[config.mk]
export PLATFORM = sky130hd
export DESIGN_NAME = image_write
export DESIGN_NICKNAME = d
export VERILOG_FILES = /design/src/rtl/image_write_pkg.sv /design/src/rtl/image_write_fifo.sv /design/src/rtl/image_write.sv
export SDC_FILE = /design/constraint.sdc
export NUM_CORES = 1
export LEC_CHECK = 0
export BUFFER_PORTS_ARGS = -buffer_cell sky130_fd_sc_hd__buf_2
export CAP_MARGIN = 20
export CORE_ASPECT_RATIO = 0.5
export CORE_MARGIN = 1.5
export CORE_UTILIZATION = 40
export CTS_CLUSTER_SIZE = 16
export DETAILED_ROUTE_END_ITERATION = 10
export GPL_TIMING_DRIVEN = 1
export PLACE_DENSITY = 0.64
export RECOVER_POWER = 50
export SYNTH_ARGS = -nofsm -noshare
export SYNTH_HDL_FRONTEND = slang
export SYNTH_SLANG_ARGS = --single-unit
[constraint.sdc]
create_clock -name HCLK -period 11.9 [get_ports HCLK]
set_clock_uncertainty 0.05 [all_clocks]
set_input_delay 0 -clock HCLK [delete_from_list [all_inputs] [get_ports HCLK]]
set_output_delay 0 -clock HCLK [all_outputs]
set_load 0.03 [all_outputs]
[src/rtl/image_write_pkg.sv]
// Shared FSM encoding, BMP header field constants and header-word builder for image_write.
// The header content is only consumed when IMAGE_WRITE_HEADER_EN is defined.
package image_pkg;

    typedef enum logic [1:0] {
        IDLE   = 2'd0,
        HEADER = 2'd1,
        DATA   = 2'd2,
        DONE   = 2'd3
    } image_state_t;

    localparam int          HEADER_BYTES    = 54;
    localparam int          HEADER_WORDS    = 9;
    localparam logic [15:0] BMP_MAGIC       = 16'h4D42;
    localparam logic [31:0] BMP_DATA_OFFSET = 32'd54;
    localparam logic [31:0] BMP_DIB_SIZE    = 32'd40;
    localparam logic [15:0] BMP_PLANES      = 16'd1;
    localparam logic [15:0] BMP_BPP         = 16'd24;
    localparam logic [31:0] BMP_COMPRESSION = 32'd0;

    // Lays out the 54 header bytes little-endian and returns the 6-byte word at index.
    function automatic logic [47:0] header_word(input logic [3:0] index, input int width, input int height);
        logic [HEADER_BYTES*8-1:0] hdr;
        logic [31:0]               image_size;
        image_size     = 32'(width * height * 3);
        hdr            = '0;
        hdr[0   +: 16] = BMP_MAGIC;
        hdr[16  +: 32] = image_size + BMP_DATA_OFFSET;
        hdr[80  +: 32] = BMP_DATA_OFFSET;
        hdr[112 +: 32] = BMP_DIB_SIZE;
        hdr[144 +: 32] = 32'(width);
        hdr[176 +: 32] = 32'(height);
        hdr[208 +: 16] = BMP_PLANES;
        hdr[224 +: 16] = BMP_BPP;
        hdr[240 +: 32] = BMP_COMPRESSION;
        hdr[272 +: 32] = image_size;
        if (index < 4'(HEADER_WORDS)) begin
            return hdr[index*48 +: 48];
        end
        return '0;
    endfunction

endpackage

[src/rtl/image_write_fifo.sv]
// Pixel-pair buffer for image_write: synchronous FIFO with clear, accepting a push
// on a full FIFO when a pop happens in the same cycle.
module image_write_fifo #(
    parameter int DEPTH   = 8,
    parameter int ENTRY_W = 66
) (
    input  logic               HCLK,
    input  logic               HRESETn,
    input  logic               clear,
    input  logic               push,
    input  logic [ENTRY_W-1:0] push_data,
    input  logic               pop,
    output logic [ENTRY_W-1:0] head,
    output logic               full,
    output logic               empty
);
    localparam int PTR_W = $clog2(DEPTH);

    logic [ENTRY_W-1:0] mem [DEPTH];
    logic [PTR_W-1:0]   rd_ptr;
    logic [PTR_W-1:0]   wr_ptr;
    logic [PTR_W:0]     count;
    logic               do_push;
    logic               do_pop;

    assign empty   = (count == '0);
    assign full    = (count == (PTR_W+1)'(DEPTH));
    assign do_pop  = pop && !empty;
    assign do_push = push && (!full || do_pop);
    assign head    = mem[rd_ptr];

    always_ff @(posedge HCLK) begin
        if (!HRESETn || clear) begin
            rd_ptr <= '0;
            wr_ptr <= '0;
            count  <= '0;
        end else begin
            if (do_push) wr_ptr <= wr_ptr + 1'b1;
            if (do_pop)  rd_ptr <= rd_ptr + 1'b1;
            case ({do_push, do_pop})
                2'b10:   count <= count + 1'b1;
                2'b01:   count <= count - 1'b1;
                default: count <= count;
            endcase
        end
    end

    // Storage is not reset: only entries below count are ever presented.
    always_ff @(posedge HCLK) begin
        if (do_push) mem[wr_ptr] <= push_data;
    end

endmodule

[src/rtl/image_write.sv]
// BMP frame writer: emits the 54-byte header as 6-byte words, then pixel pairs bottom-up.
// Define IMAGE_WRITE_HEADER_EN to emit the header at addresses 0-8 (pixel base 9).
module image_write
    import image_pkg::*;
#(
    parameter int WIDTH      = 768,
    parameter int HEIGHT     = 512,
    parameter int FIFO_DEPTH = 8
) (
    input  logic        HCLK,
    input  logic        HRESETn,
    input  logic        VSYNC,
    input  logic        HSYNC,
    input  logic [7:0]  DATA_R0,
    input  logic [7:0]  DATA_G0,
    input  logic [7:0]  DATA_B0,
    input  logic [7:0]  DATA_R1,
    input  logic [7:0]  DATA_G1,
    input  logic [7:0]  DATA_B1,
    input  logic        wr_ready,
    output logic        wr_valid,
    output logic [17:0] wr_addr,
    output logic [47:0] wr_data,
    output logic        write_done,
    output logic        overflow
);
    localparam int HALF_W      = WIDTH / 2;
    localparam int TOTAL_WORDS = WIDTH * HEIGHT / 2;
    localparam int COL_W       = $clog2(WIDTH);
    localparam int ROW_W       = $clog2(HEIGHT + 1);
    localparam int CNT_W       = $clog2(TOTAL_WORDS + 1);
    localparam int ENTRY_W     = 66;
`ifdef IMAGE_WRITE_HEADER_EN
    localparam logic [17:0] OFS = 18'd9;
`else
    localparam logic [17:0] OFS = 18'd0;
`endif

    image_state_t       state;
    image_state_t       next_state;
    logic               vsync_d;
    logic               vsync_rise;
    logic [COL_W-1:0]   col;
    logic [ROW_W-1:0]   row;
    logic [CNT_W-1:0]   word_cnt;
    logic [CNT_W-1:0]   word_cnt_next;
    logic               pair_in;
    logic               fifo_pop;
    logic               fifo_full;
    logic               fifo_empty;
    logic               drop;
    logic               header_done;
    logic [17:0]        pix_addr;
    logic [47:0]        pair_data;
    logic [ENTRY_W-1:0] fifo_head;

    assign vsync_rise    = VSYNC && !vsync_d;
    assign pair_in       = HSYNC && (state == HEADER || state == DATA) && !vsync_rise;
    assign fifo_pop      = (state == DATA) && !fifo_empty && wr_ready;
    assign drop          = pair_in && fifo_full && !fifo_pop;
    assign word_cnt_next = word_cnt + CNT_W'(fifo_pop) + CNT_W'(drop);
    assign write_done    = (state == DONE);
    assign pair_data     = {DATA_R1, DATA_G1, DATA_B1, DATA_R0, DATA_G0, DATA_B0};
    assign pix_addr      = OFS + 18'(HALF_W) * (18'(HEIGHT - 1) - 18'(row)) + 18'(col >> 1);

`ifdef IMAGE_WRITE_HEADER_EN
    logic [3:0] hdr_idx;
    logic       hdr_last;

    assign hdr_last    = (hdr_idx == 4'(HEADER_WORDS - 1));
    assign header_done = (state == HEADER) && wr_ready && hdr_last;

    always_ff @(posedge HCLK) begin
        if (!HRESETn || vsync_rise) begin
            hdr_idx <= '0;
        end else if (state == HEADER && wr_ready && !hdr_last) begin
            hdr_idx <= hdr_idx + 1'b1;
        end
    end
`else
    assign header_done = 1'b1;
`endif

    image_write_fifo #(
        .DEPTH   (FIFO_DEPTH),
        .ENTRY_W (ENTRY_W)
    ) u_fifo (
        .HCLK      (HCLK),
        .HRESETn   (HRESETn),
        .clear     (vsync_rise),
        .push      (pair_in),
        .push_data ({pix_addr, pair_data}),
        .pop       (fifo_pop),
        .head      (fifo_head),
        .full      (fifo_full),
        .empty     (fifo_empty)
    );

    // Reset to 1 so a VSYNC already high when reset releases is not taken as a frame start.
    always_ff @(posedge HCLK) begin
        if (!HRESETn) vsync_d <= 1'b1;
        else          vsync_d <= VSYNC;
    end

    always_ff @(posedge HCLK) begin
        if (!HRESETn) state <= IDLE;
        else          state <= next_state;
    end

    always_comb begin
        next_state = state;
        case (state)
            HEADER:  if (header_done) next_state = DATA;
            DATA:    if (word_cnt_next == CNT_W'(TOTAL_WORDS)) next_state = DONE;
            default: next_state = state;
        endcase
        if (vsync_rise) next_state = HEADER;
    end

    // Dropped pairs still move the raster position and count toward frame completion.
    always_ff @(posedge HCLK) begin
        if (!HRESETn || vsync_rise) begin
            col      <= '0;
            row      <= '0;
            word_cnt <= '0;
            overflow <= 1'b0;
        end else begin
            if (pair_in) begin
                if (col == COL_W'(WIDTH - 2)) begin
                    col <= '0;
                    row <= row + 1'b1;
                end else begin
                    col <= col + COL_W'(2);
                end
            end
            word_cnt <= word_cnt_next;
            if (drop) overflow <= 1'b1;
        end
    end

    always_comb begin
        wr_valid = 1'b0;
        wr_addr  = '0;
        wr_data  = '0;
        case (state)
`ifdef IMAGE_WRITE_HEADER_EN
            HEADER: begin
                wr_valid = 1'b1;
                wr_addr  = 18'(hdr_idx);
                wr_data  = header_word(hdr_idx, WIDTH, HEIGHT);
            end
`endif
            DATA: begin
                if (!fifo_empty) begin
                    wr_valid           = 1'b1;
                    {wr_addr, wr_data} = fifo_head;
                end
            end
            default: wr_valid = 1'b0;
        endcase
    end

endmodule

==> impl_metrics.sql, run 1 <==
INSERT INTO impl_metrics (metric_group, metric, value, unit) VALUES
('synth', 'netlist_area', '23300', 'sq um'),
('setup_path', 'path_cells', 'or3_1 -> o21ai_4 -> clkbuf_1 -> inv_1 -> nand2_1 -> fa_1 -> inv_1 -> ha_1 -> nand4_1 -> nor3_1 -> or3_2 -> a22oi_1 -> nand4_1 -> a31oi_1', ''),
('pwr', 'design_power_total', '4.06', 'mW'),
('setup_path', 'critical_path.n_buffers_inverters', '3', ''),
('clocking', 'post-cts-setup-buffer-count', '0', ''),
('hold_path', 'hp-class', 'in2reg', ''),
('placed_design', 'detailedPlacementHpwl', '26200', 'microns'),
('cells_and_area', 'drive_above_1_share', '21.0', '%'),
('timing', 'timing.max_slew.rel_slack', '-165', '%'),
('pwr', 'worst_vdd_rail_ir_drop', '107', 'uV'),
('drt', 'average_wire_length_per_cell_after_detail_routing', '20.9', 'microns'),
('synth', 'synth_async_sr_flop_share', '0', '%'),
('global_route', 'grt_first_pass_wirelength', '72400', 'microns'),
('placed_design', 'dpl.cell_count', '2093', ''),
('die', 'fp.dieW', '344', 'microns'),
('global_route', 'grt_start_max_net_pins', '75', ''),
('global_route', 'antenna_found_initial', '0', ''),
('synth', 'ys_dominant_reg_cell', 'sky130_fd_sc_hd__edfxtp_1', ''),
('run', 'drv_cap', '5', ''),
('timing', 'final_max_slew_viol_count', '165', ''),
('clocking', 'clock_tree.root_cell', 'sky130_fd_sc_hd__clkbuf_16', ''),
('die', 'floorplan.die_area', '59800', 'sq um'),
('synth', 'yosys-top-cells-area', 'sky130_fd_sc_hd__edfxtp_1 68%, sky130_fd_sc_hd__mux4_2 13%, sky130_fd_sc_hd__dfxtp_1 4.6%, sky130_fd_sc_hd__mux2i_1 2.9%, sky130_fd_sc_hd__nor2_1 2.1%', ''),
('outcome', 'violations', 'max-capacitance violations, max-slew violations', ''),
('clocking', 'cts_max_path_buffers', '3', ''),
('synth', 'post_synth_inst_count', '1243', ''),
('die', 'ioPinCount', '122', ''),
('die', 'initial_utilization', '40.5', '%'),
('synth', 'ys_ff_latch', '582', ''),
('timing', 'period_share', '54.5', '%'),
('drt', 'drt_iter0_drc', '870', ''),
('setup_path', 'worst_path_class_setup', 'reg2reg', ''),
('drt', 'drc_errors', '0', ''),
('cells_and_area', 'antenna-diode-count', '0', ''),
('timing', 'timing.fmax', '0.154', 'GHz'),
('drt', 'dr_total_vias', '11700', ''),
('setup_path', 'regToRegSetupSlack', '5.42', 'ns'),
('clocking', 'worstSkewPairLatency', '0.58', 'ns'),
('drt', 'drt_wl_total', '46900', 'microns'),
('setup_path', 'critical_path.top_delay_family', 'buffers and inverters', ''),
('setup_path', 'timing.critical_path.slowest_stage_cell', 'sky130_fd_sc_hd__clkbuf_1', ''),
('timing', 'timing_hold_violations_final', '0', ''),
('timing', 'finalCriticalPeriod', '6.48', 'ns'),
('global_route', 'groute.usage.overall', '15.8', '%'),
('setup_path', 'critPathMaxFanout', '67', ''),
('outcome', 'outcome', 'complete, but fails checks', ''),
('timing', 'hold_slack', '0.240', 'ns'),
('global_route', 'grt_remaining_overflow', '0', ''),
('timing', 'tightest_slew', '3.98', 'ns'),
('setup_path', 'max_stage_delay', '2.78', 'ns'),
('timing', 'timing.setup.tns', '0', 'ns'),
('setup_path', 'worstPathRequired', '12.35', 'ns'),
('cells_and_area', 'sequential_cell_area', '16900', 'sq um'),
('die', 'die-height', '174', 'microns'),
('drt', 'postRouteAntennaNets', '0', ''),
('pwr', 'total_leakage_power', '8.42', 'nW'),
('setup_path', 'worst_setup_path_start_kind', 'flip-flop', ''),
('synth', 'seq_area_frac_synth', '72.7', '%'),
('clocking', 'cts_tree', 'yes', ''),
('setup_path', 'end_kind', 'flip-flop', ''),
('placed_design', 'finalWeightedCongestion', '0.747', ''),
('pwr', 'pwr_density_cell', '150', 'nW/um^2'),
('timing', 'rsz_0062_raised_after_global_routing', 'no', ''),
('clocking', 'level_count_of_the_clock_h_tree', '2', ''),
('die', 'core_footprint', '57500', 'sq um'),
('clocking', 'cts_inserted_buffers', '53', ''),
('synth', 'post_synth_num_cell_types', '61', ''),
('placed_design', 'port-buffer-count', '121', ''),
('cells_and_area', 'multiInputGateArea', '6070', 'sq um'),
('cells_and_area', 'layout-area-overhead-vs-synth', '16.2', '%'),
('clocking', 'clkSlewWorstSetupHoldPaths', '0.06', 'ns');
[report_power, final]
part,total (mW),internal [mW],switching (mW)
logic,0.0620,0.0245,0.0374
registers,2.23,2.22,0.00269
clock network,1.77,1.03,0.738
total,4.06,3.28,0.778
[cells in the mapped netlist (6+ instances only)]
master,number
sky130_fd_sc_hd__a21o_1,7
sky130_fd_sc_hd__a21oi_1,20
sky130_fd_sc_hd__buf_1,9
sky130_fd_sc_hd__buf_2,6
sky130_fd_sc_hd__clkbuf_1,38
sky130_fd_sc_hd__dfxtp_1,54
sky130_fd_sc_hd__edfxtp_1,528
sky130_fd_sc_hd__ha_1,28
sky130_fd_sc_hd__inv_1,26
sky130_fd_sc_hd__mux2i_1,68
sky130_fd_sc_hd__mux4_2,132
sky130_fd_sc_hd__nand2_1,29
sky130_fd_sc_hd__nand2b_1,6
sky130_fd_sc_hd__nand3_1,15
sky130_fd_sc_hd__nand4_1,8
sky130_fd_sc_hd__nor2_1,129
sky130_fd_sc_hd__nor3_1,9
sky130_fd_sc_hd__nor4_1,8
sky130_fd_sc_hd__o21ai_0,10
sky130_fd_sc_hd__or3_1,7
sky130_fd_sc_hd__xnor2_1,26
sky130_fd_sc_hd__xor2_1,17
[state kept, by name, summed over array words and instances, names as in the netlist, named ones only]
register       flops
u_fifo.mem       528
word_cnt          18
row               10
col                9
u_fifo.count       4
u_fifo.rd_ptr      3
u_fifo.wr_ptr      3
state              2
overflow           1
vsync_d            1
[worst paths after layout]
path,startpoint,end,cells after the start
worst max-delay path,u_fifo.count[0],state[1],14
worst max register to register,u_fifo.count[0],state[1],14
worst min-delay path,HRESETn,state[0],4
worst min register to register,overflow,overflow,2
[stage by stage]
step           util, %  area (sq um)  setup slack, ns
2_1_floorplan        -         23300             5.43
3_3_place_gp      43.2         24800             7.81
3_5_place_dp      43.2         24800             7.69
4_1_cts           47.3         27200             7.65
5_1_grt           47.1         27100             4.75
6_report          47.1         27100             5.42
[cells by family (layout without fill, tap and decap cells)]
| logic type | Yosys count | count (layout) | synth area share [%] |
|---|---|---|---|
| flops | 582 | 582 | 72.7 |
| mux | 200 | 200 | 15.7 |
| xor+xnor | 43 | 43 | 1.62 |
| buf+inv | 81 | 315 | 1.37 |
| simple gates | 239 | 239 | 4.89 |
| fa+ha+maj | 32 | 32 | 1.85 |
| compound gates | 66 | 66 | 1.92 |
[area by class of cell]
class / instances / area share [%]
multi-input cells: 580 / 22.4
well taps: 768 / 3.55
repair buffers: 190 / 4.34
clock inverters: 36 / 1.60
clock buffers: 63 / 5.12
flip-flops and latches: 582 / 62.6
inverters: 26 / 0.361
[worst register-to-register path: cells and delay by family, from the launching register on]
family	cells	cell delay, ns
AND/OR/NAND/NOR	6	1.77
AO/OA/AOI/OAI	3	0.57
buffers and inverters	3	3.17
flip-flops	1	0.35
adder cells (fa/ha/maj)	2	0.49
[routing by layer]
layer | vias up | share of wire (%) | global-route usage [%]
met2 | 174 | 53 | 28.7
met4 | 0 | 1.5 | 3.05
met5 | - | 0 | 0
li1 | 5313 | - | -
met3 | 60 | 3.0 | 2.26
met1 | 6201 | 42 | 20.2
[timing repair]
action / in CTS / in global routing
hold endpoints to repair: 398 / 0
hold buffers: 53 / 0
gates resized for setup: 0 / 0
No activity file was read; power rests on OpenSTA's default activity.
==> run 2, diff against run 1 <==
- ABC_AREA: default -> 1
- clock period: 11.9 -> 6.65 ns (I/O delays scaled with it)
==> impl_metrics.sql, run 2 <==
INSERT INTO impl_metrics (metric_group, metric, value, unit) VALUES
('timing', 'timing.fmax', '0.196', 'GHz'),
('die', 'floorplan.die_area', '60700', 'sq um'),
('pwr', 'design_power_total', '7.29', 'mW'),
('global_route', 'grt_remaining_overflow', '0', ''),
('setup_path', 'path_cells', 'inv_6 -> clkbuf_4 -> o21ai_0 -> o22ai_1 -> o21ai_0 -> a31oi_1 -> buf_2', ''),
('synth', 'synth_top_area_share', '67.1', '%'),
('die', 'ioPinCount', '122', ''),
('hold_path', 'worstHoldPathCells', '4', ''),
('clocking', 'level_count_of_the_clock_h_tree', '2', ''),
('hold_path', 'timing.hold.worst_endpoint', 'state[0]', ''),
('placed_design', 'finalWeightedCongestion', '0.783', ''),
('clocking', 'worstSkewPairLatency', '0.57', 'ns'),
('timing', 'final-setup-viol-count', '0', ''),
('outcome', 'outcome', 'complete, but fails checks', ''),
('cells_and_area', 'number_of_nets_in_the_finished_design', '2191', ''),
('synth', 'yosys-top-cells-area', 'sky130_fd_sc_hd__edfxtp_1 67%, sky130_fd_sc_hd__nor2_1 7.4%, sky130_fd_sc_hd__o21ai_0 7.3%, sky130_fd_sc_hd__dfxtp_1 4.6%, sky130_fd_sc_hd__a31oi_1 1.8%', ''),
('drt', 'drc_errors', '0', ''),
('timing', 'finalCriticalPeriod', '5.11', 'ns'),
('cells_and_area', 'drive_above_1_share', '8.33', '%'),
('placed_design', 'port-buffer-count', '121', ''),
('placed_design', 'detailedPlacementHpwl', '27100', 'microns'),
('setup_path', 'worstPathRequired', '6.60', 'ns'),
('drt', 'detail_route.vias_per_cell', '5.24', ''),
('global_route', 'grt_first_pass_wirelength', '82400', 'microns'),
('setup_path', 'worstReg2RegEnd', 'u_fifo.mem[0][51]', ''),
('die', 'initial_utilization', '40.9', '%'),
('synth', 'yosys-top-cells-count', '528 x sky130_fd_sc_hd__edfxtp_1, 465 x sky130_fd_sc_hd__nor2_1, 343 x sky130_fd_sc_hd__o21ai_0', ''),
('hold_path', 'hold_start', 'HRESETn', ''),
('timing', 'final_max_slew_viol_count', '309', ''),
('cells_and_area', 'multiInputGateArea', '6010', 'sq um'),
('timing', 'timing.setup.tns', '0', 'ns'),
('die', 'standard_cell_row_count', '62', ''),
('drt', 'drtPass1Iterations', '5', ''),
('synth', 'synth_enable_flop_cells', '528', ''),
('outcome', 'violations', 'max-capacitance violations, max-slew violations', ''),
('cells_and_area', 'antenna-diode-count', '0', ''),
('cells_and_area', 'top_register', 'u_fifo.mem', ''),
('setup_path', 'rr_worst_depth', '11', ''),
('synth', 'ys_dominant_reg_cell', 'sky130_fd_sc_hd__edfxtp_1', ''),
('setup_path', 'critical-path-top-cell-by-count', 'sky130_fd_sc_hd__o21ai_0', ''),
('run', 'drv_cap', '2', ''),
('clocking', 'cts_max_path_buffers', '3', ''),
('synth', 'post_synth_num_cell_types', '39', ''),
('timing', 'tightest_slew', '2.82', 'ns'),
('setup_path', 'end_kind', 'output pin', ''),
('hold_path', 'hp-class', 'in2reg', ''),
('drt', 'drt_wl_total', '52700', 'microns'),
('synth', 'avgSynthCellArea', '12.0', 'sq um'),
('clocking', 'clock_tree.root_cell', 'sky130_fd_sc_hd__clkbuf_16', ''),
('timing', 'timing.max_slew.rel_slack', '-88.1', '%'),
('cells_and_area', 'sequential_cell_area', '16900', 'sq um'),
('global_route', 'antenna_found_initial', '0', ''),
('cells_and_area', 'final_core_util', '46.9', '%'),
('global_route', 'grt_start_max_net_pins', '265', ''),
('timing', 'period_share', '76.8', '%'),
('synth', 'mappedNetlistNets', '2055', ''),
('setup_path', 'critPathMaxFanout', '264', ''),
('synth', 'synth_top_cell_by_area', 'sky130_fd_sc_hd__edfxtp_1', ''),
('synth', 'post_synth_inst_count', '1970', ''),
('setup_path', 'critical_r2r_launch', 'state[1]', ''),
('die', 'core_footprint', '57900', 'sq um'),
('synth', 'post-synth-top-count-cell', 'sky130_fd_sc_hd__edfxtp_1', ''),
('die', 'die-height', '175', 'microns'),
('global_route', 'number_of_global_route_vias_before_repair', '14900', ''),
('setup_path', 'max_stage_delay', '1.84', 'ns'),
('clocking', 'cts_tree', 'yes', ''),
('drt', 'dr_total_vias', '15300', ''),
('drt', 'average_wire_length_per_cell_after_detail_routing', '18.1', 'microns'),
('synth', 'seq_area_frac_synth', '71.6', '%'),
('synth', 'ys_ff_latch', '582', ''),
('setup_path', 'worst_path_class_setup', 'reg2out', ''),
('global_route', 'groute.usage.overall', '17.0', '%'),
('setup_path', 'worst_setup_path_start_kind', 'flip-flop', ''),
('pwr', 'total_leakage_power', '8.99', 'nW'),
('clocking', 'clkSlewWorstSetupHoldPaths', '0.07', 'ns'),
('synth', 'yosysWarnings', '0', ''),
('cells_and_area', 'final_common_cell', 'sky130_fd_sc_hd__edfxtp_1', ''),
('clocking', 'tritoncts_sink_count', '582', ''),
('pwr', 'pwr_density_cell', '269', 'nW/um^2'),
('setup_path', 'regToRegSetupSlack', '2.10', 'ns'),
('cells_and_area', 'final_cell_mix', '528 x sky130_fd_sc_hd__edfxtp_1, 459 x sky130_fd_sc_hd__nor2_1, 343 x sky130_fd_sc_hd__o21ai_0', ''),
('pwr', 'worst_vdd_rail_ir_drop', '196', 'uV'),
('clocking', 'post_cts.resized_instances', '0', ''),
('cells_and_area', 'layout_top_registers', 'u_fifo.mem x528, word_cnt x18, row x10', ''),
('die', 'fp.dieW', '347', 'microns'),
('timing', 'timing_hold_violations_final', '0', ''),
('setup_path', 'arrival', '5.06', 'ns'),
('timing', 'rsz_0062_raised_after_global_routing', 'no', ''),
('clocking', 'cts_inserted_buffers', '53', ''),
('cells_and_area', 'fillers', '5099', ''),
('cells_and_area', 'layout-area-overhead-vs-synth', '14.8', '%'),
('setup_path', 'timing.critical_path.slowest_stage_cell', 'sky130_fd_sc_hd__clkbuf_4', ''),
('synth', 'netlist_area', '23600', 'sq um'),
('drt', 'postRouteAntennaNets', '0', ''),
('drt', 'drt_iter0_drc', '1250', ''),
('cells_and_area', 'largest_reg_flops', '528', ''),
('synth', 'synth_async_sr_flop_share', '0', '%');
==> run 2: changes by cell type after synthesis, moves of 16 or more <==
cell / before / now
sky130_fd_sc_hd__mux4_2: 132 / 0
sky130_fd_sc_hd__o21ai_0: 10 / 343
sky130_fd_sc_hd__a21oi_1: 20 / 36
sky130_fd_sc_hd__mux2i_1: 68 / 0
sky130_fd_sc_hd__nand2_1: 29 / 98
sky130_fd_sc_hd__nor2_1: 129 / 465
sky130_fd_sc_hd__buf_2: 6 / 29
sky130_fd_sc_hd__xnor2_1: 26 / 3
sky130_fd_sc_hd__inv_1: 26 / 70
sky130_fd_sc_hd__a31oi_1: 2 / 67
sky130_fd_sc_hd__clkbuf_1: 38 / 78
sky130_fd_sc_hd__o22ai_1: 1 / 67
==> run 2: worst max path at each step <==
stage / slack, ns / cells past startpoint / endpoint / startpoint
3_5_place_dp: 2.11 / 12 / u_fifo.mem[0][25] / state[0]
4_1_cts: 2.10 / 12 / u_fifo.mem[0][44] / state[0]
3_3_place_gp: 2.18 / 12 / u_fifo.mem[0][26] / state[0]
6_report: 1.54 / 7 / wr_data[14] / flip-flop
2_1_floorplan: 2.04 / 9 / u_fifo.mem[0][0] / state[0]
5_1_grt: 1.02 / 7 / wr_addr[6] / flip-flop
==> run 2: where the power goes <==
part / switching [mW] / internal (mW)
logic: 0.173 / 0.0728
clock network: 1.32 / 1.69
registers: 0.0151 / 4.02
total: 1.51 / 5.78
==> run 2: repair_timing <==
item | in CTS | in global routing
hold buffers | 53 | 0
setup buffers | 0 | 0
endpoints found under the hold margin | 427 | 0
==> run 2: final cells by class <==
cell class / instances / area share [%]
clock buffers: 66 / 5.15
clock inverters: 33 / 1.13
inverters: 72 / 1.03
multi-input cells: 1205 / 22.2
flip-flops and latches: 582 / 62.4
well taps: 768 / 3.54
repair buffers: 192 / 4.55
==> run 2: routing by layer <==
layer | GRT usage (%) | part of all wire, % | wire length (microns) | up-vias
met5 | 0 | 0 | 0 | -
met4 | 3.98 | 1.6 | 851 | 0
met3 | 2.50 | 4.4 | 2320 | 70
met2 | 28.9 | 49 | 25800 | 329
met1 | 23.3 | 45 | 23700 | 7553
li1 | - | - | - | 7352
==> run 2: kinds of logic (layout without fill, tap and decap cells) <==
group                    Yosys count  count (layout)  share of synthesized area [%]
AND/OR/NAND/NOR                  623             623                           10.6
flip-flops                       582             582                           71.6
AO/OA/AOI/OAI                    528             528                           12.1
buffers and inverters            183             363                           3.06
adder cells (fa/ha/maj)           32              32                           1.82
XOR/XNOR                          22              22                          0.847
==> run 2: per-stage QoR <==
stage	hold WS [ns]	instances	cell area [sq um]	setup slack [ns]
after floorplan	0.0489	1970	23600	2.04
after global placement	0.194	2764	25000	2.18
after CTS	0.135	2916	27200	2.10
after detailed placement	0.191	2764	25000	2.11
after global routing	0.231	2918	27100	1.02
final	0.223	2918	27100	1.54
==> run 2: worst max-delay path: cells and delay by family (launching register included) <==
| kind | cells | cell delay, ns |
|---|---|---|
| flops | 1 | 0.92 |
| buf+inv | 3 | 2.28 |
| compound gates | 4 | 0.97 |
==> run 3, diff against run 2 <==
- PLACE_DENSITY: 0.64 -> 0.66
- clock period: 6.65 -> 4.32 ns (I/O delays scaled with it)
==> impl_metrics.sql, run 3 (synthesized netlist as in run 2, its figures left out) <==
INSERT INTO impl_metrics (metric_group, metric, value, unit) VALUES
('cells_and_area', 'number_of_nets_in_the_finished_design', '2198', ''),
('drt', 'met2_length', '25600', 'microns'),
('outcome', 'outcome', 'complete, no violations', ''),
('clocking', 'clkSlewWorstSetupHoldPaths', '0.06', 'ns'),
('drt', 'total_routed_wire_length_on_the_met1_layer', '23800', 'microns'),
('hold_path', 'hp-class', 'in2reg', ''),
('global_route', 'grt_remaining_overflow', '0', ''),
('setup_path', 'end_kind', 'flip-flop', ''),
('drt', 'drc_errors', '0', ''),
('setup_path', 'worst-path-stages', '21', ''),
('setup_path', 'critPathMaxFanout', '7', ''),
('global_route', 'groute.usage.overall', '17.2', '%'),
('drt', 'drtPass1Iterations', '5', ''),
('pwr', 'power.share.combinational', '3.3', '%'),
('setup_path', 'worstPathRequired', '4.74', 'ns'),
('timing', 'tightest_slew', '1.24', 'ns'),
('pwr', 'internal_power_summed_over_all_cells', '9.14', 'mW'),
('pwr', 'power.share.clock', '42.6', '%'),
('drt', 'highest-signal-layer', 'met4', ''),
('drt', 'met3_routed_wirelength', '2660', 'microns'),
('global_route', 'grt_first_pass_wirelength', '83200', 'microns'),
('pwr', 'pwr-share-seq', '54.1', '%'),
('die', 'fp.dieW', '347', 'microns'),
('drt', 'average_wire_length_per_cell_after_detail_routing', '18.1', 'microns'),
('placed_design', 'detailedPlacementHpwl', '27200', 'microns'),
('clocking', 'cts_max_path_buffers', '3', ''),
('timing', 'period_share', '80.4', '%'),
('global_route', 'grt_start_max_net_pins', '223', ''),
('setup_path', 'critPathCapture', 'state[0]', ''),
('timing', 'finalCriticalPeriod', '3.47', 'ns'),
('placed_design', 'port-buffer-count', '121', ''),
('clocking', 'cts_hold_buf', '53', ''),
('setup_path', 'worstReg2RegEnd', 'state[0]', ''),
('drt', 'drt_wl_total', '53000', 'microns'),
('clocking', 'worstSkewPairLatency', '0.57', 'ns'),
('timing', 'hold_slack', '0.224', 'ns'),
('die', 'initial_utilization', '40.9', '%'),
('clocking', 'tritoncts_sink_count', '582', ''),
('timing', 'rsz_0062_raised_after_global_routing', 'no', ''),
('setup_path', 'critical_path.n_buffers_inverters', '4', ''),
('setup_path', 'startpoint', 'state[0]', ''),
('cells_and_area', 'top_register', 'u_fifo.mem', ''),
('clocking', 'level_count_of_the_clock_h_tree', '2', ''),
('timing', 'timing_hold_violations_final', '0', ''),
('setup_path', 'arrival', '3.89', 'ns'),
('clocking', 'cts_tree', 'yes', ''),
('setup_path', 'critical_r2r_launch', 'state[0]', ''),
('timing', 'final-setup-viol-count', '0', ''),
('timing', 'timing.max_slew.rel_slack', '17.5', '%'),
('drt', 'detail_route.vias_per_cell', '5.28', ''),
('die', 'ioPinCount', '122', ''),
('setup_path', 'path_cells', 'inv_1 -> ha_1 -> inv_1 -> nand3_1 -> inv_1 -> nand3_1 -> fa_1 -> inv_1 -> ha_1 -> nand2_1 -> nor2_1 -> nand2_1 -> xnor2_1 -> nor2_1 -> nand2_1 -> nor2_2 -> nand2_1 -> nand2_1 -> nand2_1 -> nand2_1 -> a21oi_2', ''),
('cells_and_area', 'antenna-diode-count', '0', ''),
('cells_and_area', 'final_common_cell', 'sky130_fd_sc_hd__edfxtp_1', ''),
('die', 'standard_cell_row_count', '62', ''),
('clocking', 'clock_tree.root_cell', 'sky130_fd_sc_hd__clkbuf_16', ''),
('drt', 'postRouteAntennaNets', '0', ''),
('pwr', 'worst_vdd_rail_ir_drop', '289', 'uV'),
('setup_path', 'max_stage_delay', '0.44', 'ns'),
('setup_path', 'timing.critical_path.slowest_stage_cell', 'sky130_fd_sc_hd__fa_1', ''),
('die', 'die-height', '175', 'microns'),
('pwr', 'p_switching', '2.32', 'mW'),
('pwr', 'pwr_density_cell', '418', 'nW/um^2'),
('placed_design', 'finalWeightedCongestion', '0.791', ''),
('global_route', 'antenna_found_initial', '0', ''),
('timing', 'final_max_slew_viol_count', '0', ''),
('setup_path', 'worst_setup_path_start_kind', 'flip-flop', ''),
('cells_and_area', 'final_cell_mix', '528 x sky130_fd_sc_hd__edfxtp_1, 458 x sky130_fd_sc_hd__nor2_1, 343 x sky130_fd_sc_hd__o21ai_0', ''),
('die', 'core_footprint', '57900', 'sq um'),
('cells_and_area', 'largest_reg_flops', '528', ''),
('cells_and_area', 'drive_above_1_share', '9.74', '%'),
('global_route', 'number_of_global_route_vias_before_repair', '15100', ''),
('run', 'drv_cap', '0', ''),
('setup_path', 'worst_path_class_setup', 'reg2reg', ''),
('setup_path', 'critical-path-top-cell-by-count', 'sky130_fd_sc_hd__nand2_1', ''),
('drt', 'drt_iter0_drc', '1384', ''),
('setup_path', 'critical_path.top_delay_family', 'simple AND/OR/NAND/NOR gates', ''),
('cells_and_area', 'layout-area-overhead-vs-synth', '16.1', '%'),
('cells_and_area', 'layout_top_registers', 'u_fifo.mem x528, word_cnt x18, row x10', ''),
('cells_and_area', 'fillers', '5033', ''),
('clocking', 'post-cts-setup-buffer-count', '0', ''),
('timing', 'timing.fmax', '0.288', 'GHz'),
('clocking', 'cts_inserted_buffers', '52', ''),
('timing', 'timing.setup.tns', '0', 'ns'),
('pwr', 'total_leakage_power', '9.17', 'nW'),
('die', 'floorplan.die_area', '60700', 'sq um'),
('drt', 'dr_total_vias', '15400', ''),
('setup_path', 'regToRegSetupSlack', '0.85', 'ns'),
('pwr', 'switching_share', '20.3', '%'),
('setup_path', 'rr_worst_depth', '21', ''),
('cells_and_area', 'final_core_util', '47.4', '%'),
('clocking', 'post_cts.resized_instances', '0', '');
==> run 3: cell count changes in the layout (fill, tap and decap cells not counted), moves of 2 or more <==
cell and delta:
sky130_fd_sc_hd__buf_12 +10, sky130_fd_sc_hd__buf_4 -2, sky130_fd_sc_hd__buf_2 +14, sky130_fd_sc_hd__bufinv_16 +4, sky130_fd_sc_hd__clkbuf_1 -17, sky130_fd_sc_hd__clkinv_1 -6, sky130_fd_sc_hd__clkinv_2 +2
==> run 3: power by group through the flow <==
stage / clock [mW] / combinational [mW] / sequential, mW
after floorplan: 0 / 0.197 / 6.33
after global placement: 0 / 0.342 / 6.32
after detailed placement: 0 / 0.350 / 6.33
after CTS: 4.95 / 0.391 / 6.20
after global routing: 5.19 / 0.422 / 6.21
final: 4.89 / 0.378 / 6.20
==> run 3: worst min-delay path by stage <==
stage               start           endpoint  slack (ns)  cells past startpoint
2_1_floorplan  DATA_B0[0]   u_fifo.mem[0][0]        0.05                      0
3_3_place_gp        VSYNC            vsync_d        0.16                      2
3_5_place_dp        VSYNC            vsync_d        0.17                      2
4_1_cts        DATA_G1[5]  u_fifo.mem[7][37]        0.14                      2
5_1_grt           HRESETn           state[0]        0.22                      4
6_report          HRESETn           state[0]        0.22                      4
==> run 3: worst min-delay path, delay by kind of cell <==
family | cells | cell delay (ns)
AOI/OAI and AO/OA | 1 | 0.04
buffers and inverters | 3 | 0.76
==> run 3: layer usage <==
| metal | up-vias | track usage, % |
|---|---|---|
| met4 | 0 | 4.46 |
| li1 | 7386 | - |
| met1 | 7567 | 23.6 |
| met2 | 385 | 29.0 |
| met3 | 81 | 2.36 |
| met5 | - | 0 |
==> run 3: through the flow <==
stage / instance area, sq um / power [mW] / std cells / setup WS [ns]
after floorplan: 23700 / 6.52 / 1970 / -0.294
after global placement: 25200 / 6.66 / 2774 / 1.07
after detailed placement: 25200 / 6.68 / 2774 / 0.976
after CTS: 27600 / 11.5 / 2923 / 0.923
after global routing: 27400 / 11.8 / 2923 / 0.467
final: 27400 / 11.5 / 2923 / 0.846
==> run 3: final cells by class <==
cell class / instances / area (sq um) / area share (%)
clock buffer: 64 / 1400 / 5.10
tap: 768 / 961 / 3.50
clock inverter: 32 / 417 / 1.52
inverter: 72 / 280 / 1.02
timing repair buffer: 200 / 1420 / 5.17
sequential: 582 / 16900 / 61.8
multi-input combinational: 1205 / 6020 / 21.9
